[config.mk]
export PLATFORM = sky130hd
export DESIGN_NAME = umstr_reg_wr_arb
export DESIGN_NICKNAME = d
export VERILOG_FILES = /design/src/rtl/umstr_reg_pkg.sv /design/src/rtl/umstr_rr_arbiter.sv /design/src/rtl/umstr_reg_wr_arb.sv
export SDC_FILE = /design/constraint.sdc
export NUM_CORES = 1
export LEC_CHECK = 0
export CORE_UTILIZATION = 38
export DETAILED_ROUTE_END_ITERATION = 7
export PLACE_DENSITY_LB_ADDON = 0.1
export SETUP_SLACK_MARGIN = 0.2
export SYNTH_ARGS = -nofsm -noshare
export SYNTH_HDL_FRONTEND = slang
export SYNTH_HIERARCHICAL = 1
export SYNTH_SLANG_ARGS = --single-unit
[constraint.sdc]
create_clock -name clk -period 1.7 [get_ports clk]
set_input_delay 0.17 -clock clk [delete_from_list [all_inputs] [get_ports clk]]
set_output_delay 0.17 -clock clk [all_outputs]
set_load 0.03 [all_outputs]
[src/rtl/umstr_reg_pkg.sv]
// Shared definitions for the register-write arbiter: FSM encodings and an
// index-width helper.
package umstr_reg_pkg;

    typedef enum logic [1:0] {
        ST_IDLE = 2'd0,
        ST_BUSY = 2'd1,
        ST_DONE = 2'd2
    } arb_state_t;

    // Width of a port index; never less than one bit.
    function automatic int unsigned idx_w(input int unsigned n);
        return (n <= 2) ? 1 : $clog2(n);
    endfunction

endpackage

[src/rtl/umstr_rr_arbiter.sv]
// Combinational round-robin select: first requester at or after ptr wins.
// The pointer register is owned by the caller.
module umstr_rr_arbiter
    import umstr_reg_pkg::*;
#(
    parameter int N_PORTS = 2,
    parameter int IW      = idx_w(N_PORTS)
) (
    input  logic [N_PORTS-1:0] req,
    input  logic [IW-1:0]      ptr,
    output logic               valid,
    output logic [N_PORTS-1:0] grant,
    output logic [IW-1:0]      idx
);

    // Scan from the farthest offset back to the pointer so the nearest hit wins.
    always_comb begin
        valid = 1'b0;
        grant = '0;
        idx   = '0;
        for (int k = N_PORTS - 1; k >= 0; k--) begin
            if (req[(int'(ptr) + k) % N_PORTS]) begin
                valid = 1'b1;
                grant = '0;
                grant[(int'(ptr) + k) % N_PORTS] = 1'b1;
                idx   = IW'((int'(ptr) + k) % N_PORTS);
            end
        end
    end

endmodule

[src/rtl/umstr_reg_wr_arb.sv]
// Round-robin arbiter sharing one register-write slave between N_PORTS
// requesters, with wait/ack routing and a timeout against a silent slave.
module umstr_reg_wr_arb
    import umstr_reg_pkg::*;
#(
    parameter int N_PORTS    = 2,
    parameter int DATA_WIDTH = 32,
    parameter int ADDR_WIDTH = 32,
    parameter int STRB_WIDTH = DATA_WIDTH / 8,
    parameter int TIMEOUT    = 16
) (
    input  logic                             clk,
    input  logic                             rst_n,
    input  logic [N_PORTS*ADDR_WIDTH-1:0]    s_reg_wr_addr,
    input  logic [N_PORTS*DATA_WIDTH-1:0]    s_reg_wr_data,
    input  logic [N_PORTS*STRB_WIDTH-1:0]    s_reg_wr_strb,
    input  logic [N_PORTS-1:0]               s_reg_wr_en,
    output logic [N_PORTS-1:0]               s_reg_wr_wait,
    output logic [N_PORTS-1:0]               s_reg_wr_ack,
    output logic [ADDR_WIDTH-1:0]            m_reg_wr_addr,
    output logic [DATA_WIDTH-1:0]            m_reg_wr_data,
    output logic [STRB_WIDTH-1:0]            m_reg_wr_strb,
    output logic                             m_reg_wr_en,
    input  logic                             m_reg_wr_wait,
    input  logic                             m_reg_wr_ack,
    output logic [idx_w(N_PORTS)-1:0]        grant_idx,
    output logic                             timeout_pulse
);

    localparam int IW = idx_w(N_PORTS);
    localparam int TW = $clog2(TIMEOUT);

    arb_state_t          state_q, state_d;
    logic [IW-1:0]       ptr_q;
    logic [TW-1:0]       tmo_cnt;
    logic                arb_valid;
    logic [N_PORTS-1:0]  arb_grant;
    logic [IW-1:0]       arb_idx;
    logic                busy, en_g, tmo_hit, grant_now;

    umstr_rr_arbiter #(.N_PORTS(N_PORTS), .IW(IW)) u_arb (
        .req   (s_reg_wr_en),
        .ptr   (ptr_q),
        .valid (arb_valid),
        .grant (arb_grant),
        .idx   (arb_idx)
    );

    assign busy        = (state_q == ST_BUSY);
    assign en_g        = s_reg_wr_en[grant_idx];
    assign grant_now   = (state_q == ST_IDLE) && arb_valid;
    assign m_reg_wr_en = busy;

    // A requester that has already dropped en is an abort, not a timeout.
    assign tmo_hit       = busy && !m_reg_wr_ack && en_g && !m_reg_wr_wait && (tmo_cnt == '0);
    assign timeout_pulse = tmo_hit;

    always_comb begin
        s_reg_wr_wait = '0;
        s_reg_wr_ack  = '0;
        if (busy) begin
            s_reg_wr_wait            = s_reg_wr_en;
            s_reg_wr_wait[grant_idx] = m_reg_wr_wait;
            s_reg_wr_ack[grant_idx]  = m_reg_wr_ack || tmo_hit;
        end
    end

    always_comb begin
        state_d = state_q;
        case (state_q)
            ST_IDLE: if (arb_valid) state_d = ST_BUSY;
            ST_BUSY: if (m_reg_wr_ack || !en_g || tmo_hit) state_d = ST_DONE;
            ST_DONE: state_d = ST_IDLE;
            default: state_d = ST_IDLE;
        endcase
    end

    always_ff @(posedge clk or negedge rst_n) begin
        if (!rst_n) state_q <= ST_IDLE;
        else        state_q <= state_d;
    end

    always_ff @(posedge clk or negedge rst_n) begin
        if (!rst_n) begin
            ptr_q         <= '0;
            grant_idx     <= '0;
            tmo_cnt       <= TW'(TIMEOUT - 1);
            m_reg_wr_addr <= '0;
            m_reg_wr_data <= '0;
            m_reg_wr_strb <= '0;
        end else if (grant_now) begin
            grant_idx     <= arb_idx;
            ptr_q         <= (arb_idx == IW'(N_PORTS - 1)) ? '0 : arb_idx + 1'b1;
            tmo_cnt       <= TW'(TIMEOUT - 1);
            m_reg_wr_addr <= s_reg_wr_addr[arb_idx*ADDR_WIDTH +: ADDR_WIDTH];
            m_reg_wr_data <= s_reg_wr_data[arb_idx*DATA_WIDTH +: DATA_WIDTH];
            m_reg_wr_strb <= s_reg_wr_strb[arb_idx*STRB_WIDTH +: STRB_WIDTH];
        end else if (busy && !m_reg_wr_wait && !m_reg_wr_ack && tmo_cnt != '0) begin
            tmo_cnt <= tmo_cnt - 1'b1;
        end
    end

endmodule

## Word level (Yosys, flattened, before mapping)

Cells that the tools add are included.

- Bits in latches: 0
- Output and inout bits: 75
- ROM bits: 0
- Register bits after elaboration: 76
- Memories kept: 0
- RAM bits: 0
- Input bits: 142
- Word-level logic and storage cells: 64

- Div/mod/pow operators: 0
- Shift-type cells: 3
- $add $sub $neg: 3
- Bitwise operators: 2
- Multiply operators: 0
- Order comparisons: 4
- Mux-type cells: 22
- Reductions and logical operators: 20
- Eq/ne operators: 3

Operators by type and width:

| kind | count |
|---|---|
| 64-bit by 7-bit variable part select with 32-bit output | 2 |
| 1-bit 2-to-1 mux | 13 |
| 1-bit logical AND | 9 |
| 2-bit 2-to-1 mux | 4 |
| 4-bit 2-to-1 mux | 2 |
| 8-bit by 4-bit variable part select with 4-bit output | 1 |
| 4-bit zero test | 1 |
| 1-bit by 2-bit < comparator with 1-bit output (second input constant) | 2 |
| 2-bit one-hot mux with 2 select lines | 1 |
| 4-bit nonzero test | 1 |
| 4-bit by 1-bit subtractor with 4-bit output (second input constant) | 1 |
| 1-bit zero test | 3 |
| 1-bit logical OR | 3 |
| 2-bit by 3-bit < comparator with 1-bit output (second input constant) | 1 |
| 1-bit adder (second input constant) | 2 |
| 2-bit AND | 1 |
| 2-bit bitwise mux | 1 |
| 2-bit by 1-bit == test with 1-bit output (second input constant) | 1 |
| 2-bit zero test | 1 |
| 2-bit by 1-bit != test with 1-bit output (second input constant) | 1 |
| 2-bit != test (second input constant) | 1 |
| 2-bit AND reduction | 1 |
| 2-bit nonzero test | 1 |
| 1-bit AND (first input constant) | 1 |
| 2 further kinds | 2 |

## Longest topological paths before layout

Gate-level depths: netlist (run 1).

- Depth in word-level cells: 9
- Depth in mapped cells: 7
- Depth with buffers taken out: 5

## Cells and area by module

Netlist (run 1), hierarchy kept.

By module, submodules not included:

| module | sequential area each (um2) | cells an instance | area each (um2) | instances |
|---|---|---|---|---|
| umstr_reg_wr_arb | 1906.8 | 346 | 3638.5 | 1 |
| umstr_rr_arbiter | 0.0 | 5 | 32.5 | 1 |

## Least setup slack after synthesis (run 1)

OpenSTA, ideal clock, no wires.

- Path kind: reg-to-output
- Start: register grant_idx
- End: output timeout_pulse
- Arrival: 1950 ps
- Setup slack: -420 ps
- Path buffers: 1
- Required time: 1530 ps
- Cell stages (with the launch flop): 4
- Path through: dfrtp_1 > clkbuf_1 > mux2i_1 > nor4b_1

- Word-level cells in the longest chain between the ends: 5

Ends and longest elaborated chain:

| item | line | source |
|---|---|---|
| start: declaration | umstr_reg_wr_arb.sv:26 | `output logic [idx_w(N_PORTS)-1:0] grant_idx,` |
| start signal: assignment | umstr_reg_wr_arb.sv:92 | `grant_idx <= arb_idx;` |
| 1-bit 2-to-1 mux (not written as such) (2 in a row) | umstr_reg_wr_arb.sv:50 | `assign en_g = s_reg_wr_en[grant_idx];` |
| 1-bit logical AND (3 in a row) | umstr_reg_wr_arb.sv:55 | `assign tmo_hit = busy && !m_reg_wr_ack && en_g && !m_reg_wr_wait && (tmo_cnt == '0);` |
| end: declaration | umstr_reg_wr_arb.sv:27 | `output logic timeout_pulse` |

No other way between the ends. The select of a mux whose other input is x is not followed.

## Worst setup path in the final report (run 1)

- Start: register tmo_cnt[0]
- End: output s_reg_wr_ack[1]

- Word-level cells in the longest chain between the ends: 5

Ends and longest elaborated chain:

| item | line | source |
|---|---|---|
| start: declaration | umstr_reg_wr_arb.sv:35 | `logic [TW-1:0] tmo_cnt;` |
| start signal: assignment | umstr_reg_wr_arb.sv:87 | `tmo_cnt <= TW'(TIMEOUT - 1);` |
| start signal: assignment | umstr_reg_wr_arb.sv:94 | `tmo_cnt <= TW'(TIMEOUT - 1);` |
| start signal: assignment | umstr_reg_wr_arb.sv:99 | `tmo_cnt <= tmo_cnt - 1'b1;` |
| 4-bit zero test | umstr_reg_wr_arb.sv:55 |  |
| 1-bit logical AND | umstr_reg_wr_arb.sv:55 |  |
| 1-bit logical OR | umstr_reg_wr_arb.sv:64 | `s_reg_wr_ack[grant_idx] = m_reg_wr_ack \|\| tmo_hit;` |
| 2-bit AND (no line) | - |  |
| 2-bit 2-to-1 mux | umstr_reg_wr_arb.sv:61 | `if (busy) begin` |
| end: declaration | umstr_reg_wr_arb.sv:19 | `output logic [N_PORTS-1:0] s_reg_wr_ack,` |

No other way between the ends.

==> flow_metrics.env, run 1 <==
export IMPL_outcome="finished, violations left"
export IMPL_violations="negative setup slack"
export IMPL_finalCritPeriodShare_pct=109
export IMPL_n_antenna_cell=0
export IMPL_hold_violations=0
export IMPL_start_util_pct=39.4
export IMPL_final_setup_worst_slack_ns=-0.145
export IMPL_rsz0062_at_grt="true"
export IMPL_via_per_inst=4.75
export IMPL_cp_end_kind="primary output"
export IMPL_grt_max_degree=63
export IMPL_via_count=3376
export IMPL_cp_cell_sequence="inv_2, ha_4, nor4b_4, buf_6, a21oi_4, nor3b_4, buf_6"
export IMPL_fin_skew_ns=0.0138
export IMPL_clockBufferDepth=2
export IMPL_nets=722
export IMPL_postPlaceCellArea_um2=6060
export IMPL_place_ws_ns=-0.0572
export IMPL_wl_per_cell_um=14.8
export IMPL_r2r_start="tmo_cnt[0]"
export IMPL_required_ns=1.53
export IMPL_htree_levels=3
export IMPL_num_rows=35
export IMPL_vdd_ir_drop_max_uv=799
export IMPL_critPathMaxStageDelay_ns=0.54
export IMPL_wirelength_mm=10.5
export IMPL_place_congestion=0.728
export IMPL_antenna_found_initial=0
export IMPL_relSlewSlack_pct=64.0
export IMPL_worst_pin_slew_ns=0.524
export IMPL_die_area_um2=10000
export IMPL_p_int_w=0.00570
export IMPL_rr_worst_depth=7
export IMPL_ios=217
export IMPL_finalCriticalPeriod_ns=1.85
export IMPL_critical_path_top_delay_family="flip-flops"
export IMPL_netlist_instances=349
export IMPL_final_max_slew_viol_count=0
export IMPL_power_switching_w=0.00469
export IMPL_synth_warnings=6
export IMPL_first_global_vias=3463
export IMPL_power_leakage_nw=2.96
export IMPL_slowest_stage="dfstp_2"
export IMPL_hold_path_class="in -> async"
export IMPL_cts_root_buf="clkbuf_8"
export IMPL_postRouteAntennaNets=0
export IMPL_r2r_slack_ns=0.04
export IMPL_dr_first_iter_drc_count=93
export IMPL_detailed_place_hpwl_mm=7.91
export IMPL_syn_nets=493
export IMPL_overflow=0
export IMPL_die_x_um=100
export IMPL_cpMostUsedCell="buf_6"
export IMPL_area_growth_pct=75.4
export IMPL_rr_endpoint="state_q[0]"
export IMPL_fin_area_um2=6410
export IMPL_path_class="reg -> out"
export IMPL_p_sw_share_pct=45.2
export IMPL_dp_cells=687
export IMPL_cp_num_buf_inv=3
export IMPL_numCtsBuffers=9
export IMPL_syn_cell_area_um2=3660
export IMPL_power_density_nw_per_um2=1620
export IMPL_grt_pass1_wl_mm=16.2
export IMPL_die_h_um=100
export IMPL_drt_pass1_iter_count=4
export IMPL_fmax_ghz=0.542
export IMPL_setup_viol=3
export IMPL_clock_sinks=76
export IMPL_maxCapViolCount=0
export IMPL_p_comb_share_pct=55.3
export IMPL_path_max_fanout=4
export IMPL_start_kind="register"
export IMPL_clk_pin_slew_worst_paths_ns=0.08
export IMPL_port_buffers=216
export IMPL_arrival_ns=1.68
export IMPL_grtUsageTotal_pct=21.0
export IMPL_core_area_um2=9280
export IMPL_clkLatencyLatePin_ns=0.34
export IMPL_drive_gt1_share_pct=12.4
export IMPL_final_cells=711
export IMPL_syn_avg_cell_area_um2=10.5
export IMPL_drc=0
export IMPL_cts_tree="yes"
export IMPL_hold_ws_ns=0.328
export IMPL_seqPwrFrac_pct=30.4
export IMPL_pwr_share_clk_pct=14.3
-- through the flow --
| step | utilization [%] | setup TNS (ns) | total power (W) |
|---|---|---|---|
| floorplan | - | 0 | 0.00679 |
| global placement | 65.3 | -1.39 | 0.00916 |
| detailed placement | 65.3 | -1.70 | 0.00930 |
| CTS | 67.4 | -0.455 | 0.0103 |
| global route | 69.1 | -0.624 | 0.0111 |
| finish | 69.1 | -0.384 | 0.0104 |
-- layout make-up --
cell class	count	area, um2
Timing Repair Buffer	243	2410
Clock inverter	6	88.8
Tap cell	129	161
Inverter	4	15.0
Sequential cell	76	1910
Fill cell	778	2870
Multi-Input combinational cell	244	1710
Clock buffer	9	124
-- what timing repair did --
action	4_1_cts	5_1_grt
cloned	0	2
buffers inserted	1	5
gates resized for setup	82	14
endpoints found under the setup margin	76	19
endpoints found under the hold margin	29	0
pin swaps	5	7
hold buffers	1	0
-- per-layer routing --
| layer | GRT usage, % | up-vias | part of all wire, % |
|---|---|---|---|
| li1 | - | 1665 | - |
| met1 | 22.7 | 1562 | 40 |
| met2 | 38.3 | 135 | 50 |
| met3 | 6.41 | 14 | 8.2 |
| met4 | 8.03 | 0 | 1.7 |
| met5 | 0 | - | 0 |
-- power by group through the flow --
stage	clock network, W	registers [W]	logic (W)
after floorplan	0	0.00475	0.00204
after global placement	0	0.00318	0.00597
after CTS	0.00153	0.00317	0.00556
after detailed placement	0	0.00322	0.00608
final	0.00148	0.00316	0.00575
after global routing	0.00160	0.00327	0.00621
-- worst max-delay path by stage --
stage / startpoint / endpoint / slack (ns) / cells after the start
after floorplan: tmo_cnt[0] / timeout_pulse / 0.20 / 4
after global placement: s_reg_wr_en[0] / m_reg_wr_addr[11] / -0.08 / 6
after detailed placement: s_reg_wr_en[1] / m_reg_wr_addr[11] / -0.06 / 6
after CTS: tmo_cnt[1] / s_reg_wr_ack[1] / -0.18 / 7
after global routing: tmo_cnt[0] / s_reg_wr_ack[1] / -0.22 / 7
final: tmo_cnt[0] / s_reg_wr_ack[1] / -0.15 / 7
-- cell usage in the layout, fill, tap and decap left out, types with 3 or more instances in the layout --
cell type and n:
and3_1 4, buf_12 5, buf_4 18, buf_6 7, clkbuf_8 9, clkdlybuf4s50_1 140, dfrtp_1 70, dfstp_2 4
dlygate4sd2_1 69, mux2i_1 70, nand2_1 71, nor4b_4 3, o21ai_0 17, o21ai_1 55
-- state kept, by name, indices dropped and copies added (netlist names) --
register	flops
m_reg_wr_addr	32
tmo_cnt	4
m_reg_wr_strb	4
grant_idx	1
ptr_q	1
m_reg_wr_data	32
state_q	2
No activity file was read; power rests on OpenSTA's default activity.
==> run 2: changes to the inputs <==
- RECOVER_POWER: unset -> 50
==> run 2 against run 1 <==
  * The flow still finishes with violations (negative setup slack)
  * Non-clock buffer count is the same
  * Die area is the same
  * Final cell count is the same
  * Design area shrank 0.27%
  * Sequential power is essentially flat
  * Combinational power is essentially flat
  * Via count grew 0.36%
  * Power is essentially flat
  * Clock-buffer cell count is the same
==> flow_metrics.env, run 2 (synthesized netlist as in run 1, its figures left out) <==
export IMPL_outcome="finished, violations left"
export IMPL_violations="negative setup slack"
export IMPL_postRouteAntennaNets=0
export IMPL_num_rows=35
export IMPL_port_buffers=216
export IMPL_start_util_pct=39.4
export IMPL_slowest_stage="dfstp_2"
export IMPL_cp_end_kind="primary output"
export IMPL_post_route_util_pct=68.9
export IMPL_reg_largest_list="m_reg_wr_addr x32, m_reg_wr_data x32"
export IMPL_n_antenna_cell=0
export IMPL_clockBufferDepth=2
export IMPL_path_class="reg -> out"
export IMPL_clock_sinks=76
export IMPL_wirelength_mm=10.5
export IMPL_cp_cell_sequence="inv_2, ha_4, nor4b_4, buf_6, a21oi_4, nor3b_4, buf_6"
export IMPL_grt_max_degree=63
export IMPL_via_per_inst=4.77
export IMPL_p_sw_share_pct=45.2
export IMPL_maxCapViolCount=0
export IMPL_die_x_um=100
export IMPL_fin_skew_ns=0.0145
export IMPL_overflow=0
export IMPL_cts_tree="yes"
export IMPL_fin_area_um2=6400
export IMPL_mostFrequentLayoutCell="clkdlybuf4s50_1"
export IMPL_final_cell_mix="clkdlybuf4s50_1 (140), nand2_1 (71), mux2i_1 (70), dfrtp_1 (70), dlygate4sd2_1 (69)"
export IMPL_numCtsBuffers=9
export IMPL_first_global_vias=3463
export IMPL_drt_pass1_iter_count=4
export IMPL_p_int_w=0.00569
export IMPL_power_density_nw_per_um2=1620
export IMPL_power_switching_w=0.00469
export IMPL_grtUsageTotal_pct=21.0
export IMPL_seqPwrFrac_pct=30.4
export IMPL_die_area_um2=10000
export IMPL_fin_setup_tns_ns=-0.393
export IMPL_place_congestion=0.728
export IMPL_relSlewSlack_pct=43.1
export IMPL_p_comb_share_pct=55.3
export IMPL_finalCriticalPeriod_ns=1.85
export IMPL_cts_root_buf="clkbuf_8"
export IMPL_pwr_share_clk_pct=14.3
export IMPL_finalCritPeriodShare_pct=109
export IMPL_cpMostUsedCell="buf_6"
export IMPL_antenna_found_initial=0
export IMPL_postPlaceCellArea_um2=6060
export IMPL_ios=217
export IMPL_path_max_fanout=4
export IMPL_htree_levels=3
export IMPL_worst_pin_slew_ns=0.854
export IMPL_arrival_ns=1.68
export IMPL_wl_per_cell_um=14.8
export IMPL_grt_pass1_wl_mm=16.2
export IMPL_rsz0062_at_grt="true"
export IMPL_hold_violations=0
export IMPL_power_leakage_nw=2.96
export IMPL_hold_path_class="in -> reg"
export IMPL_drive_gt1_share_pct=12.4
export IMPL_drc=0
export IMPL_setup_viol=3
export IMPL_clkLatencyLatePin_ns=0.34
export IMPL_clk_pin_slew_worst_paths_ns=0.09
export IMPL_dr_first_iter_drc_count=107
export IMPL_detailed_place_hpwl_mm=7.91
export IMPL_start_kind="register"
export IMPL_critPathMaxStageDelay_ns=0.54
export IMPL_hold_ws_ns=0.445
export IMPL_core_area_um2=9280
export IMPL_final_max_slew_viol_count=0
export IMPL_via_count=3388
export IMPL_final_setup_worst_slack_ns=-0.150
export IMPL_nets=722
export IMPL_die_h_um=100
export IMPL_area_growth_pct=74.9
export IMPL_vdd_ir_drop_max_uv=799
export IMPL_fmax_ghz=0.541
export IMPL_required_ns=1.53
[run 2: changes by cell type in the layout (fill, tap and decap cells not counted)]
cell      before  now
buf_4         18   16
clkbuf_2       0    2
buf_12         5    4
clkbuf_4       0    1
[run 2: final timing paths]
path                       slack [ns]  cells after the start         startpoint                end
hold reg to reg                  0.48                      2  m_reg_wr_data[29]  m_reg_wr_data[29]
setup reg to reg                 0.04                      7         tmo_cnt[0]         state_q[0]
max in group asynchronous        0.21                      3              rst_n  m_reg_wr_addr[29]
min in group asynchronous        0.47                      2              rst_n  m_reg_wr_addr[16]
hold / removal                   0.45                      3  s_reg_wr_data[18]  m_reg_wr_data[18]
setup / recovery                -0.15                      7         tmo_cnt[0]    s_reg_wr_ack[1]
[run 2: final cells by class]
cell class	count	area (um2)
repair buffers	243	2390
inverters	4	15.0
well taps	129	161
clock buffers	9	124
multi-input cells	244	1710
clock inverters	6	88.8
fillers	781	2890
flip-flops and latches	76	1910
[run 2: timing repair]
item | 4_1_cts | 5_1_grt
gates cloned | 0 | 2
pin swaps | 5 | 7
setup buffers | 1 | 5
gates resized for setup | 82 | 14
hold buffers | 1 | 0
hold endpoints to repair | 29 | 0
endpoints found under the setup margin | 76 | 19
[run 2: power groups by stage]
stage	combinational, W	sequential [W]	clock (W)
6_report	0.00574	0.00316	0.00149
5_1_grt	0.00621	0.00327	0.00160
4_1_cts	0.00556	0.00317	0.00153
3_5_place_dp	0.00608	0.00322	0
3_3_place_gp	0.00597	0.00318	0
2_1_floorplan	0.00204	0.00475	0
[run 2: critical path: cells and delay by family, from the launching register on]
| kind | cells | cell delay [ns] |
|---|---|---|
| compound gates | 1 | 0.14 |
| fa+ha+maj | 1 | 0.15 |
| buf+inv | 3 | 0.33 |
| flops | 1 | 0.54 |
| simple gates | 2 | 0.18 |
[run 2: per-stage QoR]
stage	power, W	setup WS, ns	std cells
final	0.0104	-0.150	711
after global routing	0.0111	-0.218	711
after CTS	0.0103	-0.183	704
after detailed placement	0.00930	-0.0572	687
after global placement	0.00916	-0.0794	687
after floorplan	0.00679	0.201	349
[run 2: layer usage]
| layer | global-route usage (%) | up-vias | part of all wire (%) |
|---|---|---|---|
| li1 | - | 1667 | - |
| met1 | 22.7 | 1575 | 40 |
| met2 | 38.3 | 133 | 51 |
| met3 | 6.41 | 13 | 8.2 |
| met4 | 8.03 | 0 | 1.6 |
| met5 | 0 | - | 0 |
==> run 3: changes to the inputs <==
- SKIP_LAST_GASP: unset -> 1
==> run 3 against run 2 <==
  * The run still ends with negative setup slack left
  * Fmax about the same
  * Clock skew about the same
  * Via count about the same
  * Design area shrank 0.23%
  * Sequential share of layout area increased by 0.070 points
  * Final cell count did not move
==> flow_metrics.env, run 3 (synthesized netlist as in run 1, its figures left out) <==
export IMPL_violations="negative setup slack"
export IMPL_detailed_place_hpwl_mm=7.91
export IMPL_hold_violations=0
export IMPL_place_congestion=0.728
export IMPL_start_util_pct=39.4
export IMPL_use_met3_pct=6.41
export IMPL_die_h_um=100
export IMPL_setup_viol=3
export IMPL_fmax_ghz=0.541
export IMPL_mostFrequentLayoutCell="clkdlybuf4s50_1"
export IMPL_outcome="finished, violations left"
export IMPL_clockBufferDepth=2
export IMPL_cts_root_buf="clkbuf_8"
export IMPL_vdd_ir_drop_max_uv=799
export IMPL_worst_pin_slew_ns=0.857
export IMPL_fin_area_um2=6380
export IMPL_drc=0
export IMPL_via_per_inst=4.76
export IMPL_grtUsageTotal_pct=21.0
export IMPL_cts_tree="yes"
export IMPL_ios=217
export IMPL_wl_per_cell_um=14.8
export IMPL_finalCritPeriodShare_pct=109
export IMPL_clk_pin_slew_worst_paths_ns=0.09
export IMPL_rr_worst_depth=7
export IMPL_cp_end_kind="primary output"
export IMPL_arrival_ns=1.68
export IMPL_grt_max_degree=63
export IMPL_start_kind="register"
export IMPL_maxCapViolCount=0
export IMPL_die_area_um2=10000
export IMPL_postRouteAntennaNets=0
export IMPL_rsz0062_at_grt="true"
export IMPL_fin_skew_ns=0.0145
export IMPL_first_global_vias=3461
export IMPL_required_ns=1.53
export IMPL_power_leakage_nw=2.95
export IMPL_via_count=3386
export IMPL_busiest_layer="met2"
export IMPL_drt_pass1_iter_count=4
export IMPL_final_setup_worst_slack_ns=-0.149
export IMPL_path_max_fanout=4
export IMPL_final_max_slew_viol_count=0
export IMPL_final_cell_mix="clkdlybuf4s50_1 (140), nand2_1 (72), mux2i_1 (70), dfrtp_1 (70), dlygate4sd2_1 (69)"
export IMPL_relSlewSlack_pct=42.9
export IMPL_use_met1_pct=22.7
export IMPL_wirelength_mm=10.5
export IMPL_nets=722
export IMPL_antenna_found_initial=0
export IMPL_use_met2_pct=38.3
export IMPL_path_class="reg -> out"
export IMPL_reg_largest_list="m_reg_wr_addr x32, m_reg_wr_data x32"
export IMPL_dr_first_iter_drc_count=110
export IMPL_clock_sinks=76
export IMPL_post_route_util_pct=68.7
export IMPL_port_buffers=216
export IMPL_postPlaceCellArea_um2=6060
export IMPL_clkLatencyLatePin_ns=0.34
export IMPL_core_area_um2=9280
export IMPL_hold_path_class="in -> reg"
export IMPL_min_path_cells=3
export IMPL_overflow=0
export IMPL_grt_pass1_wl_mm=16.2
export IMPL_die_x_um=100
export IMPL_drive_gt1_share_pct=12.2
export IMPL_fin_setup_tns_ns=-0.401
export IMPL_numCtsBuffers=9
export IMPL_hold_ws_ns=0.445
export IMPL_n_antenna_cell=0
export IMPL_htree_levels=3
export IMPL_finalCriticalPeriod_ns=1.85
export IMPL_power_density_nw_per_um2=1620
export IMPL_num_rows=35
export IMPL_area_growth_pct=74.5
## run 3: final timing paths
check,start,end,slack (ns)
max in group asynchronous,rst_n,m_reg_wr_addr[29],0.20
max,tmo_cnt[0],s_reg_wr_ack[0],-0.15
min in group asynchronous,rst_n,m_reg_wr_addr[16],0.47
min,s_reg_wr_data[18],m_reg_wr_data[18],0.45
min reg2reg,m_reg_wr_addr[10],m_reg_wr_addr[10],0.48
max reg2reg,tmo_cnt[0],state_q[0],0.04
## run 3: final cells by class
type / count / area [um2]
multi-input cells: 244 / 1700
repair buffers: 243 / 2380
flip-flops and latches: 76 / 1910
clock buffers: 9 / 124
clock inverters: 6 / 88.8
fillers: 783 / 2900
inverters: 4 / 15.0
well taps: 129 / 161
## run 3: report_power, final
part | switching [W] | leakage, nW | total (W) | internal, W
clock network | 0.000665 | 0.102 | 0.00149 | 0.000821
registers | 0.000464 | 0.924 | 0.00315 | 0.00269
logic | 0.00354 | 1.92 | 0.00570 | 0.00216
total | 0.00467 | 2.95 | 0.0103 | 0.00566
## run 3: metrics by stage
stage                     std cells  total power (W)  setup WS [ns]
after floorplan                 349          0.00679          0.201
after detailed placement        687          0.00930        -0.0572
after global routing            711           0.0110         -0.218
after CTS                       704           0.0103         -0.184
final                           711           0.0103         -0.149
after global placement          687          0.00916        -0.0794
## run 3: metal layers
metal / vias to the layer above / part of all wire (%)
li1: 1667 / -
met1: 1572 / 39
met5: - / 0
met3: 14 / 8.2
met4: 0 / 1.7
met2: 133 / 51
## run 3: critical path: stages, from the launching register on
cell and delay (ns):
dfstp_2 0.54, inv_2 0.05, ha_4 0.15, nor4b_4 0.12, buf_6 0.14, a21oi_4 0.14, nor3_4 0.06, buf_6 0.14
## run 3: timing repair
item,in CTS,in global routing
endpoints found under the setup margin,76,19
buffers inserted,1,5
pin swaps,3,6
endpoints found under the hold margin,29,0
cloned,0,2
hold buffers,1,0
resized for setup,82,9
